**src/rtl/qs_fifo_flags.sv**
```systemverilog
// qs_fifo_flags: parametrised single-clock FIFO with occupancy count,
// almost-full/almost-empty thresholds, sticky overflow/underflow flags,
// synchronous flush and selectable first-word-fall-through read mode.
//
// Ports:
//   clk            rising-edge clock
//   reset          synchronous active-low reset (0 = reset)
//   push_i         write request
//   push_data_i    write data
//   pop_i          read request
//   flush_i        synchronous flush, empties the FIFO
//   clr_err_i      clears overflow_o / underflow_o
//   pop_data_o     read data (registered or fall-through, see FWFT)
//   full_o         count == DEPTH
//   empty_o        count == 0
//   almost_full_o  count >= AF_THRESH
//   almost_empty_o count <= AE_THRESH
//   count_o        current occupancy 0..DEPTH
//   overflow_o     sticky: push refused because FIFO was full
//   underflow_o    sticky: pop attempted while empty
module qs_fifo_flags #(
    parameter int DATA_W    = 8,
    parameter int DEPTH     = 4,
    parameter int AF_THRESH = 3,
    parameter int AE_THRESH = 1,
    parameter int FWFT      = 0,
    parameter int CW        = $clog2(DEPTH + 1)
) (
    input  logic              clk,
    input  logic              reset,
    input  logic              push_i,
    input  logic [DATA_W-1:0] push_data_i,
    input  logic              pop_i,
    input  logic              flush_i,
    input  logic              clr_err_i,
    output logic [DATA_W-1:0] pop_data_o,
    output logic              full_o,
    output logic              empty_o,
    output logic              almost_full_o,
    output logic              almost_empty_o,
    output logic [CW-1:0]     count_o,
    output logic              overflow_o,
    output logic              underflow_o
);

    localparam int PW = $clog2(DEPTH);

    // Pointer increment with wrap at DEPTH-1, so non-power-of-2 depths work.
    function automatic logic [PW-1:0] ptr_inc(input logic [PW-1:0] p);
        if (p == PW'(DEPTH - 1)) begin
            ptr_inc = {PW{1'b0}};
        end else begin
            ptr_inc = p + PW'(1);
        end
    endfunction

    logic [DATA_W-1:0] mem_r [DEPTH];
    logic [PW-1:0]     wr_ptr_r;
    logic [PW-1:0]     rd_ptr_r;
    logic [CW-1:0]     count_r;
    logic              overflow_r;
    logic              underflow_r;

    logic empty_s;
    logic full_s;
    logic pop_req_ok_s;
    logic push_req_ok_s;
    logic pop_ok_s;
    logic push_ok_s;
    logic ovf_set_s;
    logic unf_set_s;

    // Status decode and push/pop acceptance; flush suppresses every operation
    // and every error set for its cycle.
    always_comb begin
        empty_s       = (count_r == CW'(0));
        full_s        = (count_r == CW'(DEPTH));
        pop_req_ok_s  = pop_i & ~empty_s;
        // A full FIFO still takes a write when the same cycle's pop frees a slot.
        push_req_ok_s = push_i & (~full_s | pop_req_ok_s);
        pop_ok_s      = pop_req_ok_s & ~flush_i;
        push_ok_s     = push_req_ok_s & ~flush_i;
        ovf_set_s     = push_i & ~push_req_ok_s & ~flush_i;
        unf_set_s     = pop_i & empty_s & ~flush_i;
    end

    // Pointer and occupancy registers.
    always_ff @(posedge clk) begin
        if (!reset) begin
            wr_ptr_r <= {PW{1'b0}};
            rd_ptr_r <= {PW{1'b0}};
            count_r  <= {CW{1'b0}};
        end else if (flush_i) begin
            wr_ptr_r <= {PW{1'b0}};
            rd_ptr_r <= {PW{1'b0}};
            count_r  <= {CW{1'b0}};
        end else begin
            if (push_ok_s) begin
                wr_ptr_r <= ptr_inc(wr_ptr_r);
            end
            if (pop_ok_s) begin
                rd_ptr_r <= ptr_inc(rd_ptr_r);
            end
            if (push_ok_s && !pop_ok_s) begin
                count_r <= count_r + CW'(1);
            end else if (pop_ok_s && !push_ok_s) begin
                count_r <= count_r - CW'(1);
            end
        end
    end

    // Sticky error flags; a set in the same cycle as a clear wins.
    always_ff @(posedge clk) begin
        if (!reset) begin
            overflow_r  <= 1'b0;
            underflow_r <= 1'b0;
        end else begin
            overflow_r  <= ovf_set_s | (overflow_r & ~clr_err_i);
            underflow_r <= unf_set_s | (underflow_r & ~clr_err_i);
        end
    end

    // Storage array, deliberately not reset. When full with a simultaneous
    // pop, wr_ptr == rd_ptr and the read path samples the old word first.
    always_ff @(posedge clk) begin
        if (reset && push_ok_s) begin
            mem_r[wr_ptr_r] <= push_data_i;
        end
    end

    generate
        if (FWFT == 0) begin : g_reg_rd
            logic [DATA_W-1:0] rd_data_r;

            // Registered read: word is captured on an accepted pop and held.
            always_ff @(posedge clk) begin
                if (!reset) begin
                    rd_data_r <= {DATA_W{1'b0}};
                end else if (pop_ok_s) begin
                    rd_data_r <= mem_r[rd_ptr_r];
                end
            end

            assign pop_data_o = rd_data_r;
        end else begin : g_fwft_rd
            // Fall-through read: head entry shown while not empty, else zero.
            always_comb begin
                if (empty_s) begin
                    pop_data_o = {DATA_W{1'b0}};
                end else begin
                    pop_data_o = mem_r[rd_ptr_r];
                end
            end
        end
    endgenerate

    assign full_o         = full_s;
    assign empty_o        = empty_s;
    assign almost_full_o  = (count_r >= CW'(AF_THRESH));
    assign almost_empty_o = (count_r <= CW'(AE_THRESH));
    assign count_o        = count_r;
    assign overflow_o     = overflow_r;
    assign underflow_o    = underflow_r;

endmodule

```
**config.mk**
```make
export PLATFORM = sky130hd
export DESIGN_NAME = qs_fifo_flags
export DESIGN_NICKNAME = d
export VERILOG_FILES = /design/src/rtl/qs_fifo_flags.sv
export SDC_FILE = /design/constraint.sdc
export NUM_CORES = 1
export LEC_CHECK = 0
export ABC_AREA = 1
export ABC_CLOCK_PERIOD_IN_PS = 6000
export BUFFER_PORTS_ARGS = -buffer_cell sky130_fd_sc_hd__clkbuf_2
export CAP_MARGIN = 25
export CORE_MARGIN = 2
export CORE_UTILIZATION = 57
export CTS_CLUSTER_DIAMETER = 150
export DETAILED_ROUTE_END_ITERATION = 12
export PLACE_DENSITY = 0.79
export SYNTH_ARGS = -nofsm -noshare
export SYNTH_HDL_FRONTEND = slang
export SYNTH_SLANG_ARGS = --single-unit
```
**constraint.sdc**
```tcl
create_clock -name clk -period 6 [get_ports clk]
set_clock_uncertainty 0.2 [all_clocks]
set_input_delay 0 -clock clk [delete_from_list [all_inputs] [get_ports clk]]
set_output_delay 0 -clock clk [all_outputs]
set_load 0.005 [all_outputs]
```
== Word-level counts from Yosys, hierarchy flattened ==
Memories as Yosys holds them, arrays and structs flattened. A register that Yosys moved wholly into a read port is not among the register bits.
Index checks and enable logic that the tools add are counted.

* Bits in registers: 9
* Bits in writable memories: 32
* Output and inout port bits: 17
* Memories kept: 1

* $add $sub $neg: 4
* Magnitude comparators: 2
* Equal/unequal tests: 3
* Muxes and demuxes: 6
* Bitwise logic cells: 19
* Reductions and logical operators: 9

{| class="wikitable"
|+ Memories
! memory !! depth !! width !! rd ports !! clocked after Yosys merged registers in !! wr ports !! RTL line !! RTL
|-
| mem_r || 4 || 8 || 1 || 1 || 1 || 57 || <nowiki>logic [DATA_W-1:0] mem_r [DEPTH];</nowiki>
|}

{| class="wikitable"
|+ Operators by type and width
! cell !! number
|-
| 1-bit bitwise AND || 10
|-
| 3-bit 2-to-1 mux || 2
|-
| 1-bit inverter || 6
|-
| 2-bit by 1-bit adder with 2-bit output, second input constant || 2
|-
| 2-bit == test, second input constant || 2
|-
| 2-bit 2-to-1 mux || 2
|-
| 3-bit by 1-bit adder with 3-bit output, second input constant || 1
|-
| 3-bit == test, second input constant || 1
|-
| 3-bit by 2-bit >= comparator with 1-bit output, second input constant || 1
|-
| 3-bit by 1-bit <= comparator with 1-bit output, second input constant || 1
|-
| 1-bit logical AND || 3
|-
| 1-bit logical NOT || 3
|-
| 3-bit logical NOT || 1
|-
| 1-bit OR || 3
|-
| 3-bit by 1-bit subtractor with 3-bit output, second input constant || 1
|-
| 1-bit 2-to-1 mux || 2
|-
| 2-bit nonzero test || 1
|-
| 2-bit OR reduction || 1
|}

== Longest topological paths before layout ==
Gate-level depths: netlist of run 1.

* Depth after elaboration: 10
* Depth in mapped cells: 11
* Mapped depth without buffers: 11

== Worst setup path before layout of run 1 ==
Ideal clock, no wire load.

* Path type: flip-flop to flip-flop
* From: reg count_r[0] (netlist: count_o[0])
* To: mem mem_r[0][0] (enable)
* Setup time: 0.371 ns
* Data arrival time: 1.457 ns
* Required time: 5.429 ns
* Slack: 3.972 ns
* Stages on the path, launching flop included: 8
* Path buffers: 0
* Period minus slack after synthesis: 2.028 ns
* Cells stage by stage: dfxtp_1 -> inv_1 -> ha_1 -> nand3_1 -> nand2_1 -> inv_1 -> nand2_1 -> nor2_1

* Word-level cells in the longest chain between the ends: 9
* Elaborated cells between the ends (all ways): 11
* Classes of those cells: 1 x eq/ne; 2 x mux; 6 x bitwise; 2 x reduce/logical

{| class="wikitable"
|+ RTL lines
! element !! RTL line !! RTL
|-
| from (decl) || 60 || <nowiki>logic [CW-1:0] count_r;</nowiki>
|-
| from (signal assigned) || 92 || <nowiki>count_r <= {CW{1'b0}};</nowiki>
|-
| from (signal assigned) || 96 || <nowiki>count_r <= {CW{1'b0}};</nowiki>
|-
| from (signal assigned) || 105 || <nowiki>count_r <= count_r + CW'(1);</nowiki>
|-
| 3-bit logical NOT || 76 || <nowiki>empty_s = (count_r == CW'(0));</nowiki>
|-
| 1-bit inverter || 78 || <nowiki>pop_req_ok_s = pop_i & ~empty_s;</nowiki>
|-
| 1-bit bitwise AND || 78 ||
|-
| 1-bit OR (*) || 80 || <nowiki>push_req_ok_s = push_i & (~full_s | pop_req_ok_s);</nowiki>
|-
| 1-bit bitwise AND (*) || 80 ||
|-
| 1-bit bitwise AND (*) || 82 || <nowiki>push_ok_s = push_req_ok_s & ~flush_i;</nowiki>
|-
| 1-bit logical AND (*) || 126 || <nowiki>if (reset && push_ok_s) begin</nowiki>
|-
| 1-bit 2-to-1 mux (*) || 126 ||
|-
| 1-bit 2-to-1 mux (not written as such) (*) || 127 || <nowiki>mem_r[wr_ptr_r] <= push_data_i;</nowiki>
|-
| to (decl) || 57 ||
|}

Mark *: on every way between the ends. The rest lies on a longest branch, timed or not.

== Final worst setup path of run 1 ==
* From: reg count_r[0] (netlist: count_o[0])
* To: reg overflow_r (netlist: overflow_o)

* Word-level cells in the longest chain between the ends: 9
* Elaborated cells between the ends (all ways): 11
* Classes of those cells: 1 x eq/ne; 9 x bitwise; 1 x reduce/logical

{| class="wikitable"
|+ RTL lines
! element !! RTL line !! RTL
|-
| 3-bit logical NOT || 76 ||
|-
| 1-bit inverter || 78 ||
|-
| 1-bit bitwise AND || 78 ||
|-
| 1-bit OR (*) || 80 ||
|-
| 1-bit bitwise AND (*) || 80 ||
|-
| 1-bit inverter (*) || 83 || <nowiki>ovf_set_s = push_i & ~push_req_ok_s & ~flush_i;</nowiki>
|-
| 1-bit bitwise AND (*) (2 in a row) || 83 ||
|-
| 1-bit OR (*) || 118 || <nowiki>overflow_r <= ovf_set_s | (overflow_r & ~clr_err_i);</nowiki>
|-
| to (signal assigned) || 118 ||
|-
| to (decl) || 61 || <nowiki>logic overflow_r;</nowiki>
|}

Marked as above.
A chain may end at the register's enable or synchronous reset.

==> impl_metrics.json, run 1 <==
{
  "final_antenna_net_count": 0,
  "fmax_ghz": 0.406,
  "synthesis.area_um2": 2200,
  "finalHoldViolations": 0,
  "antenna_found_initial": 0,
  "fin_nets": 298,
  "critPathArrivalTime_ns": 2.52,
  "numPortBuffers": 30,
  "rows": 22,
  "wl_um": 4170,
  "vias": 1548,
  "powerDensity_nw_per_um2": 256,
  "synth_edf_count": 32,
  "ys_seq_elements": 49,
  "worstSetupPathType": "register to register",
  "holdWs_ns": 0.268,
  "fin_util": 0.716,
  "p_leak_uw": 0.00116,
  "regArea_um2": 1300,
  "report.final.slew_viol_count": 0,
  "die_h_um": 66.1,
  "ir_drop_v": 0.000224,
  "cts_buffers": 5,
  "clock_sinks": 49,
  "first_pass_iters": 4,
  "rsz0062_at_grt": "no",
  "fin_area_um2": 2640,
  "async_reset_ff_frac": 0,
  "syn_inst": 226,
  "synth.distinct_cells": 21,
  "final.setup.tns_ns": 0,
  "syn_to_final_growth_pct": 20.0,
  "avgRoutedWirePerCell_um": 13.0,
  "clockPowerShare": 0.360,
  "tightest_slew_ns": 0.645,
  "insertion_delay_ns": 0.31,
  "synth_fp_nets": 251,
  "die_w_um": 66.1,
  "grt_pass1_wl_um": 6690,
  "crit_chain": "inv_1, ha_1, nand2_1, inv_1, nand3_1, dlygate4sd3_1, a21oi_1, dlygate4sd3_1",
  "drc": 0,
  "fill_cells": 281,
  "drt_first_iter_violations": 131,
  "postCtsSetupBuffers": 0,
  "n_antenna_cell": 0,
  "crit_start": "count_o[0]",
  "fp.dieArea_um2": 4370,
  "cts_tree": "built",
  "path_clk_slew_ns": 0.09,
  "gp_congestion": 0.785,
  "critical-path-max-stage-delay_ns": 0.57,
  "finalSetupViolations": 0,
  "drive_gt1_frac": 0.190,
  "p_comb_frac": 0.092,
  "cap_violations": 0,
  "fin_crit_sh": 0.410,
  "yosysSeqAreaShare": 0.591,
  "post_dp_cell_area_um2": 2360,
  "critPathRequiredTime_ns": 6.05,
  "synth_area_per_cell_um2": 9.74,
  "gr-total-overflow": 0,
  "cts.path.max_buffers": 2,
  "swShare": 0.231,
  "path_max_fanout": 6,
  "stdcell_count": 322,
  "crit_buf_inv": 4,
  "dp_hpwl_um": 3030,
  "hp-start": "push_data_i[7]",
  "fin_crit_ns": 2.46,
  "grt_usage": 0.215,
  "yosysWarnings": 0,
  "cp_top_family": "buffers and inverters",
  "grt_max_degree": 21,
  "switching_power_uw": 156,
  "multi_input_area_um2": 734,
  "num_io_pins": 31,
  "r2r_start": "count_o[0]",
  "p_int_uw": 521,
  "cts_root_buf": "clkbuf_8",
  "synthFlopType": "edfxtp_1",
  "end_kind": "register",
  "cts-htree-levels": 2,
  "max-slew-margin-rel": 0.570,
  "start_kind": "register",
  "critPathSlowestCell": "dlygate4sd3_1",
  "status": "complete, no violations",
  "coreArea_um2": 3690,
  "grt_pass1_vias": 1418,
  "start_util": 0.597,
  "via_per_inst": 4.81,
  "seqPwrFrac": 0.548,
  "place_inst": 298,
  "min_path_type": "input port to register"
}
[metrics by stage]
stage	total power, uW	setup slack (ns)
2_1_floorplan	414	3.97
3_3_place_gp	433	3.80
3_5_place_dp	434	3.67
4_1_cts	681	3.55
5_1_grt	708	3.38
6_report	677	3.54
[worst reg2reg max path, stage by stage, from the launching register on]
cell and delay [ns]:
dfxtp_1 0.35, inv_1 0.16, ha_1 0.26, nand2_1 0.08, inv_1 0.07, nand3_1 0.07
dlygate4sd3_1 0.57, a21oi_1 0.11, dlygate4sd3_1 0.55
[synthesized netlist by cell type, types with 5 or more instances]
library cell	number	share of area
a21oi_1	7	0.016
a21oi_2	7	0.028
dfxtp_1	17	0.15
edfxtp_1	32	0.44
ha_1	11	0.063
inv_1	28	0.048
nand2_1	64	0.11
nand3_1	18	0.041
nor2_1	19	0.032
o21ai_0	5	0.011
[logic make-up after synthesis]
logic type                 Yosys count  synth area share
AOI/OAI and AO/OA                   23            0.0665
xor gates and xnor gates             1           0.00398
adders and majority gates           11            0.0625
buffers and inverters               37            0.0750
DFF                                 49             0.591
and+or+nand+nor                    105             0.201
[worst paths after layout]
check                                endpoint  slack [ns]  cells after the start
worst max-delay path               overflow_o        3.54                      8
worst min-delay path              mem_r[0][7]        0.27                      2
worst max register to register     overflow_o        3.54                      8
worst min register to register  pop_data_o[7]        0.33                      4
[final cells by class]
cell class,count,area share
Sequential cell,49,0.493
Clock buffer,5,0.0261
Timing Repair Buffer,46,0.118
Tap cell,48,0.0227
Inverter,31,0.0445
Clock inverter,3,0.0180
Multi-Input combinational cell,140,0.278
[layer usage]
metal | part of all wire | wire length [um] | GRT usage
met1 | 0.47 | 1950 | 0.286
met2 | 0.45 | 1890 | 0.344
met3 | 0.072 | 300 | 0.0426
met4 | 0.0093 | 39 | 0.0918
met5 | 0 | 0 | 0
[state kept, by name, summed over array words and instances (netlist names)]
name	cells
wr_ptr_r	2
overflow_o	1
underflow_o	1
rd_ptr_r	2
count_o	3
pop_data_o	8
mem_r	32
[power groups by stage]
stage,Clock [uW],Combinational (uW),Sequential [uW]
final,243,62.4,371
after global placement,0,54.2,378
after detailed placement,0,55.2,379
after global routing,265,71.6,372
after floorplan,0,36.3,378
after CTS,247,62.9,371
[timing repair]
item,4_1_cts,5_1_grt
hold buffers,16,0
hold endpoints to repair,49,0
resized for setup,0,0
[cell usage in the layout, fill, tap and decap left out, drive strengths merged]
cell	instances
nor2	21
o21bai	2
dfxtp	17
edfxtp	32
a21oi	14
xnor2	1
nand3	18
dlygate4sd3	16
clkinv	1
nand2	66
bufinv	1
clkbuf	35
inv	32
o21ai	7
ha	11
(Power assumes the default switching activity.)
==> run 2, diff against run 1 <==
- ABC_CLOCK_PERIOD_IN_PS: 6000 -> 2200
- CORE_UTILIZATION: 57 -> 51
- PLACE_DENSITY: 0.79 -> 0.75
- clock period: 6 -> 2.2 ns (I/O delays scaled with it)
==> impl_metrics.json, run 2 (synthesis results as in run 1) <==
{
  "status": "complete, no violations",
  "cts.path.max_buffers": 2,
  "critPathRequiredTime_ns": 2.25,
  "n_antenna_cell": 0,
  "rows": 23,
  "swShare": 0.243,
  "dpl_worst_slack_ns": 0.204,
  "drive_gt1_frac": 0.219,
  "postCtsSetupBuffers": 0,
  "fmax_ghz": 0.477,
  "fill_cells": 331,
  "worstSetupPathType": "input port to register",
  "cts_root_buf": "clkbuf_8",
  "gp_congestion": 0.824,
  "regArea_um2": 1300,
  "finalSetupViolations": 0,
  "switching_power_uw": 417,
  "die_h_um": 69.7,
  "top_register": "mem_r",
  "wl_um": 3750,
  "grt_pass1_vias": 1491,
  "min_path_type": "input port to register",
  "syn_to_final_growth_pct": 20.6,
  "mostFrequentLayoutCell": "nand2_1",
  "drt_first_iter_violations": 67,
  "final_antenna_net_count": 0,
  "path_max_fanout": 3,
  "fin_crit_sh": 0.954,
  "num_io_pins": 31,
  "die_w_um": 69.7,
  "report.final.slew_viol_count": 0,
  "avgRoutedWirePerCell_um": 11.4,
  "path_clk_slew_ns": 0.09,
  "largest_reg_flops": 32,
  "finalHoldViolations": 0,
  "end_kind": "register",
  "first_pass_iters": 4,
  "fin_ws_ns": 0.101,
  "ir_drop_v": 0.000520,
  "vias": 1522,
  "seqPwrFrac": 0.588,
  "fin_crit_ns": 2.10,
  "final.setup.tns_ns": 0,
  "fin_nets": 303,
  "numPortBuffers": 30,
  "tightest_slew_ns": 0.405,
  "start_util": 0.539,
  "cts-htree-levels": 2,
  "clockPowerShare": 0.310,
  "via_per_inst": 4.63,
  "cts_buffers": 5,
  "insertion_delay_ns": 0.30,
  "fp.dieArea_um2": 4860,
  "critPathArrivalTime_ns": 2.15,
  "dp_hpwl_um": 2650,
  "cap_violations": 0,
  "p_comb_frac": 0.102,
  "grt_pass1_wl_um": 6370,
  "p_int_uw": 1300,
  "rsz0062_at_grt": "no",
  "start_kind": "input port",
  "antenna_found_initial": 0,
  "p_leak_uw": 0.00117,
  "grt_usage": 0.167,
  "clock_sinks": 49,
  "max-slew-margin-rel": 0.730,
  "drc": 0,
  "layout_common_cells": "nand2_1, edfxtp_1, clkbuf_2",
  "multi_input_area_um2": 737,
  "powerDensity_nw_per_um2": 647,
  "grt_max_degree": 17,
  "cts_tree": "built",
  "coreArea_um2": 4090,
  "gr-total-overflow": 0
}
[run 2: cell types whose count changed in the layout (fill, tap and decap cells not counted), sizes merged]
cell         delta
bufinv          -1
clkinvlp        +2
buf             +6
dlygate4sd3     -1
inv             -1
[run 2: layer usage]
metal,global-route usage,up-vias,wire [um]
met4,0.0598,0,54
met2,0.268,35,1670
met1,0.225,657,1860
met3,0.0334,5,162
li1,-,825,-
met5,0,-,0
[run 2: worst max-delay path, cell delays in order]
cell,delay [ns]
dlygate4sd3_1,0.53
clkbuf_2,0.15
nor2_2,0.17
dlygate4sd3_1,0.58
nand2_1,0.05
a21oi_1,0.10
dlygate4sd3_1,0.56
[run 2: layout make-up]
| type | count | share of cell area |
|---|---|---|
| multi-input cells | 140 | 0.278 |
| clock buffers | 5 | 0.0259 |
| flip-flops and latches | 49 | 0.490 |
| inverters | 31 | 0.0443 |
| repair buffers | 51 | 0.130 |
| well taps | 50 | 0.0236 |
| clock inverters | 3 | 0.00802 |
[run 2: metrics by stage]
| stage | power, uW | hold WS, ns | utilization | area (um^2) | cells |
|---|---|---|---|---|---|
| after floorplan | 1130 | -0.101 | - | 2200 | 226 |
| after global placement | 1180 | 0.0329 | 0.590 | 2410 | 306 |
| after detailed placement | 1190 | 0.0388 | 0.590 | 2410 | 306 |
| after CTS | 1720 | 0.0149 | 0.649 | 2650 | 329 |
| after global routing | 1790 | 0.0891 | 0.649 | 2650 | 329 |
| final | 1720 | 0.00472 | 0.649 | 2650 | 329 |
[run 2: timing repair]
item	4_1_cts	5_1_grt
endpoints found under the setup margin	0	1
endpoints found under the hold margin	49	0
hold buffers	15	0
gates resized for setup	0	3
[run 2: final timing paths]
path | start | endpoint | slack [ns] | cells past startpoint
max | flush_i | underflow_o | 0.10 | 7
max reg2reg | count_o[0] | mem_r[0][5] | 0.28 | 8
min | pop_i | wr_ptr_r[1] | 0.005 | 6
min reg2reg | pop_data_o[7] | pop_data_o[7] | 0.33 | 4
[run 2: power by group through the flow]
stage	combinational (uW)	sequential [uW]	clock [uW]
CTS	175	1010	535
global route	200	1010	579
detailed placement	155	1030	0
finish	175	1010	532
floorplan	98.9	1030	0
global placement	150	1030	0
==> run 3, diff against run 2 <==
- SETUP_SLACK_MARGIN: not set -> 0.5
==> impl_metrics.json, run 3 (synthesis results as in run 1) <==
{
  "fp.dieArea_um2": 4860,
  "fin_util": 0.679,
  "fin_crit_ns": 1.68,
  "max-slew-margin-rel": 0.740,
  "rsz0062_at_grt": "yes",
  "coreArea_um2": 4090,
  "cts_tree": "built",
  "cts_buffers": 5,
  "gp_congestion": 0.764,
  "fin_area_um2": 2770,
  "grt_pass1_wl_um": 7130,
  "report.final.slew_viol_count": 0,
  "die_h_um": 69.7,
  "gr-total-overflow": 0,
  "clock_sinks": 49,
  "syn_to_final_growth_pct": 26.0,
  "critPathArrivalTime_ns": 1.47,
  "dp_hpwl_um": 2890,
  "rows": 23,
  "tightest_slew_ns": 0.389,
  "fmax_ghz": 0.597,
  "via_per_inst": 4.93,
  "cts.path.max_buffers": 2,
  "n_antenna_cell": 0,
  "p_int_uw": 1330,
  "grt_usage": 0.187,
  "powerDensity_nw_per_um2": 642,
  "vias": 1631,
  "worstSetupPathType": "register to register",
  "critPathRequiredTime_ns": 1.99,
  "p_leak_uw": 0.00120,
  "die_w_um": 69.7,
  "avgRoutedWirePerCell_um": 13.3,
  "end_kind": "register",
  "fin_crit_sh": 0.761,
  "grt_pass1_vias": 1505,
  "cts_root_buf": "clkbuf_8",
  "largest_reg_flops": 32,
  "grt_max_degree": 19,
  "post_dp_cell_area_um2": 2430,
  "clockPowerShare": 0.317,
  "regArea_um2": 1310,
  "finalHoldViolations": 0,
  "start_kind": "register",
  "fin_ws_ns": 0.525,
  "switching_power_uw": 451,
  "ir_drop_v": 0.000419,
  "wl_um": 4390,
  "antenna_found_initial": 0,
  "numPortBuffers": 30,
  "status": "complete, no violations",
  "mostFrequentLayoutCell": "nand2_1",
  "start_util": 0.539,
  "fin_nets": 305,
  "top_register": "mem_r",
  "seqPwrFrac": 0.567,
  "finalSetupViolations": 0,
  "fill_cells": 309,
  "num_io_pins": 31,
  "first_pass_iters": 4,
  "final_antenna_net_count": 0,
  "cap_violations": 0,
  "path_max_fanout": 8,
  "drc": 0,
  "dpl_worst_slack_ns": 0.368,
  "p_comb_frac": 0.115,
  "swShare": 0.253,
  "final.setup.tns_ns": 0,
  "stdcell_count": 331,
  "multi_input_area_um2": 818,
  "drt_first_iter_violations": 72,
  "insertion_delay_ns": 0.30,
  "place_inst": 301,
  "path_clk_slew_ns": 0.10,
  "min_path_type": "input port to register",
  "cts-htree-levels": 2,
  "layout_common_cells": "nand2_1, edfxtp_1, clkbuf_2",
  "drive_gt1_frac": 0.278
}
run 3: changes by cell type in the layout (fill, tap and decap cells not counted), sizes merged:
cell,before,now
dlygate4sd3,15,14
clkinv,1,2
clkinvlp,2,0
inv,31,32
clkbuf,35,34
dlymetal6s4s,0,1
buf,6,9
run 3: path summary, 6_finish.rpt:
kind,startpoint,to,slack (ns),depth (start not counted)
hold reg to reg,overflow_o,overflow_o,0.28,2
hold / removal,push_data_i[3],mem_r[3][3],0.26,2
setup / recovery,count_o[0],mem_r[2][7],0.52,7
setup reg to reg,count_o[0],mem_r[2][7],0.52,7
run 3: cell type report:
class | instances | share of cell area
timing repair buffer | 53 | 0.131
clock inverter | 3 | 0.0104
sequential | 49 | 0.471
multi-input combinational | 140 | 0.295
clock buffer | 5 | 0.0248
tap | 50 | 0.0226
inverter | 31 | 0.0451
run 3: worst max-delay path, stage by stage, from the launching register on:
cell and delay [ns]:
dfxtp_2 0.36, inv_4 0.06, ha_4 0.17, nand3_2 0.08, nand2_2 0.07, inv_4 0.11, nand2_8 0.08, nor2_4 0.23
run 3: what timing repair did:
| item | 4_1_cts | 5_1_grt |
|---|---|---|
| hold buffers | 15 | 0 |
| gates resized for setup | 7 | 9 |
| pin swaps | 2 | 5 |
| setup buffers | 4 | 3 |
| endpoints found under the setup margin | 35 | 37 |
| hold endpoints to repair | 49 | 0 |
run 3: per-stage QoR:
stage | power [uW] | hold slack, ns
2_1_floorplan | 1140 | -0.101
3_3_place_gp | 1190 | 0.0304
3_5_place_dp | 1190 | 0.0376
4_1_cts | 1780 | 0.256
5_1_grt | 1860 | 0.256
6_report | 1780 | 0.259
run 3: power by group through the flow:
stage               Clock [uW]  Combinational, uW  Sequential (uW)
floorplan                    0                108             1030
global placement             0                157             1030
detailed placement           0                160             1030
CTS                        571                194             1010
global route               618                229             1010
finish                     566                205             1010
run 3: layer usage:
layer	vias to the layer above	wire, um	global-route usage
li1	836	-	-
met1	732	2150	0.274
met2	59	2010	0.285
met3	4	198	0.0451
met4	0	34	0.0385
met5	-	0	0
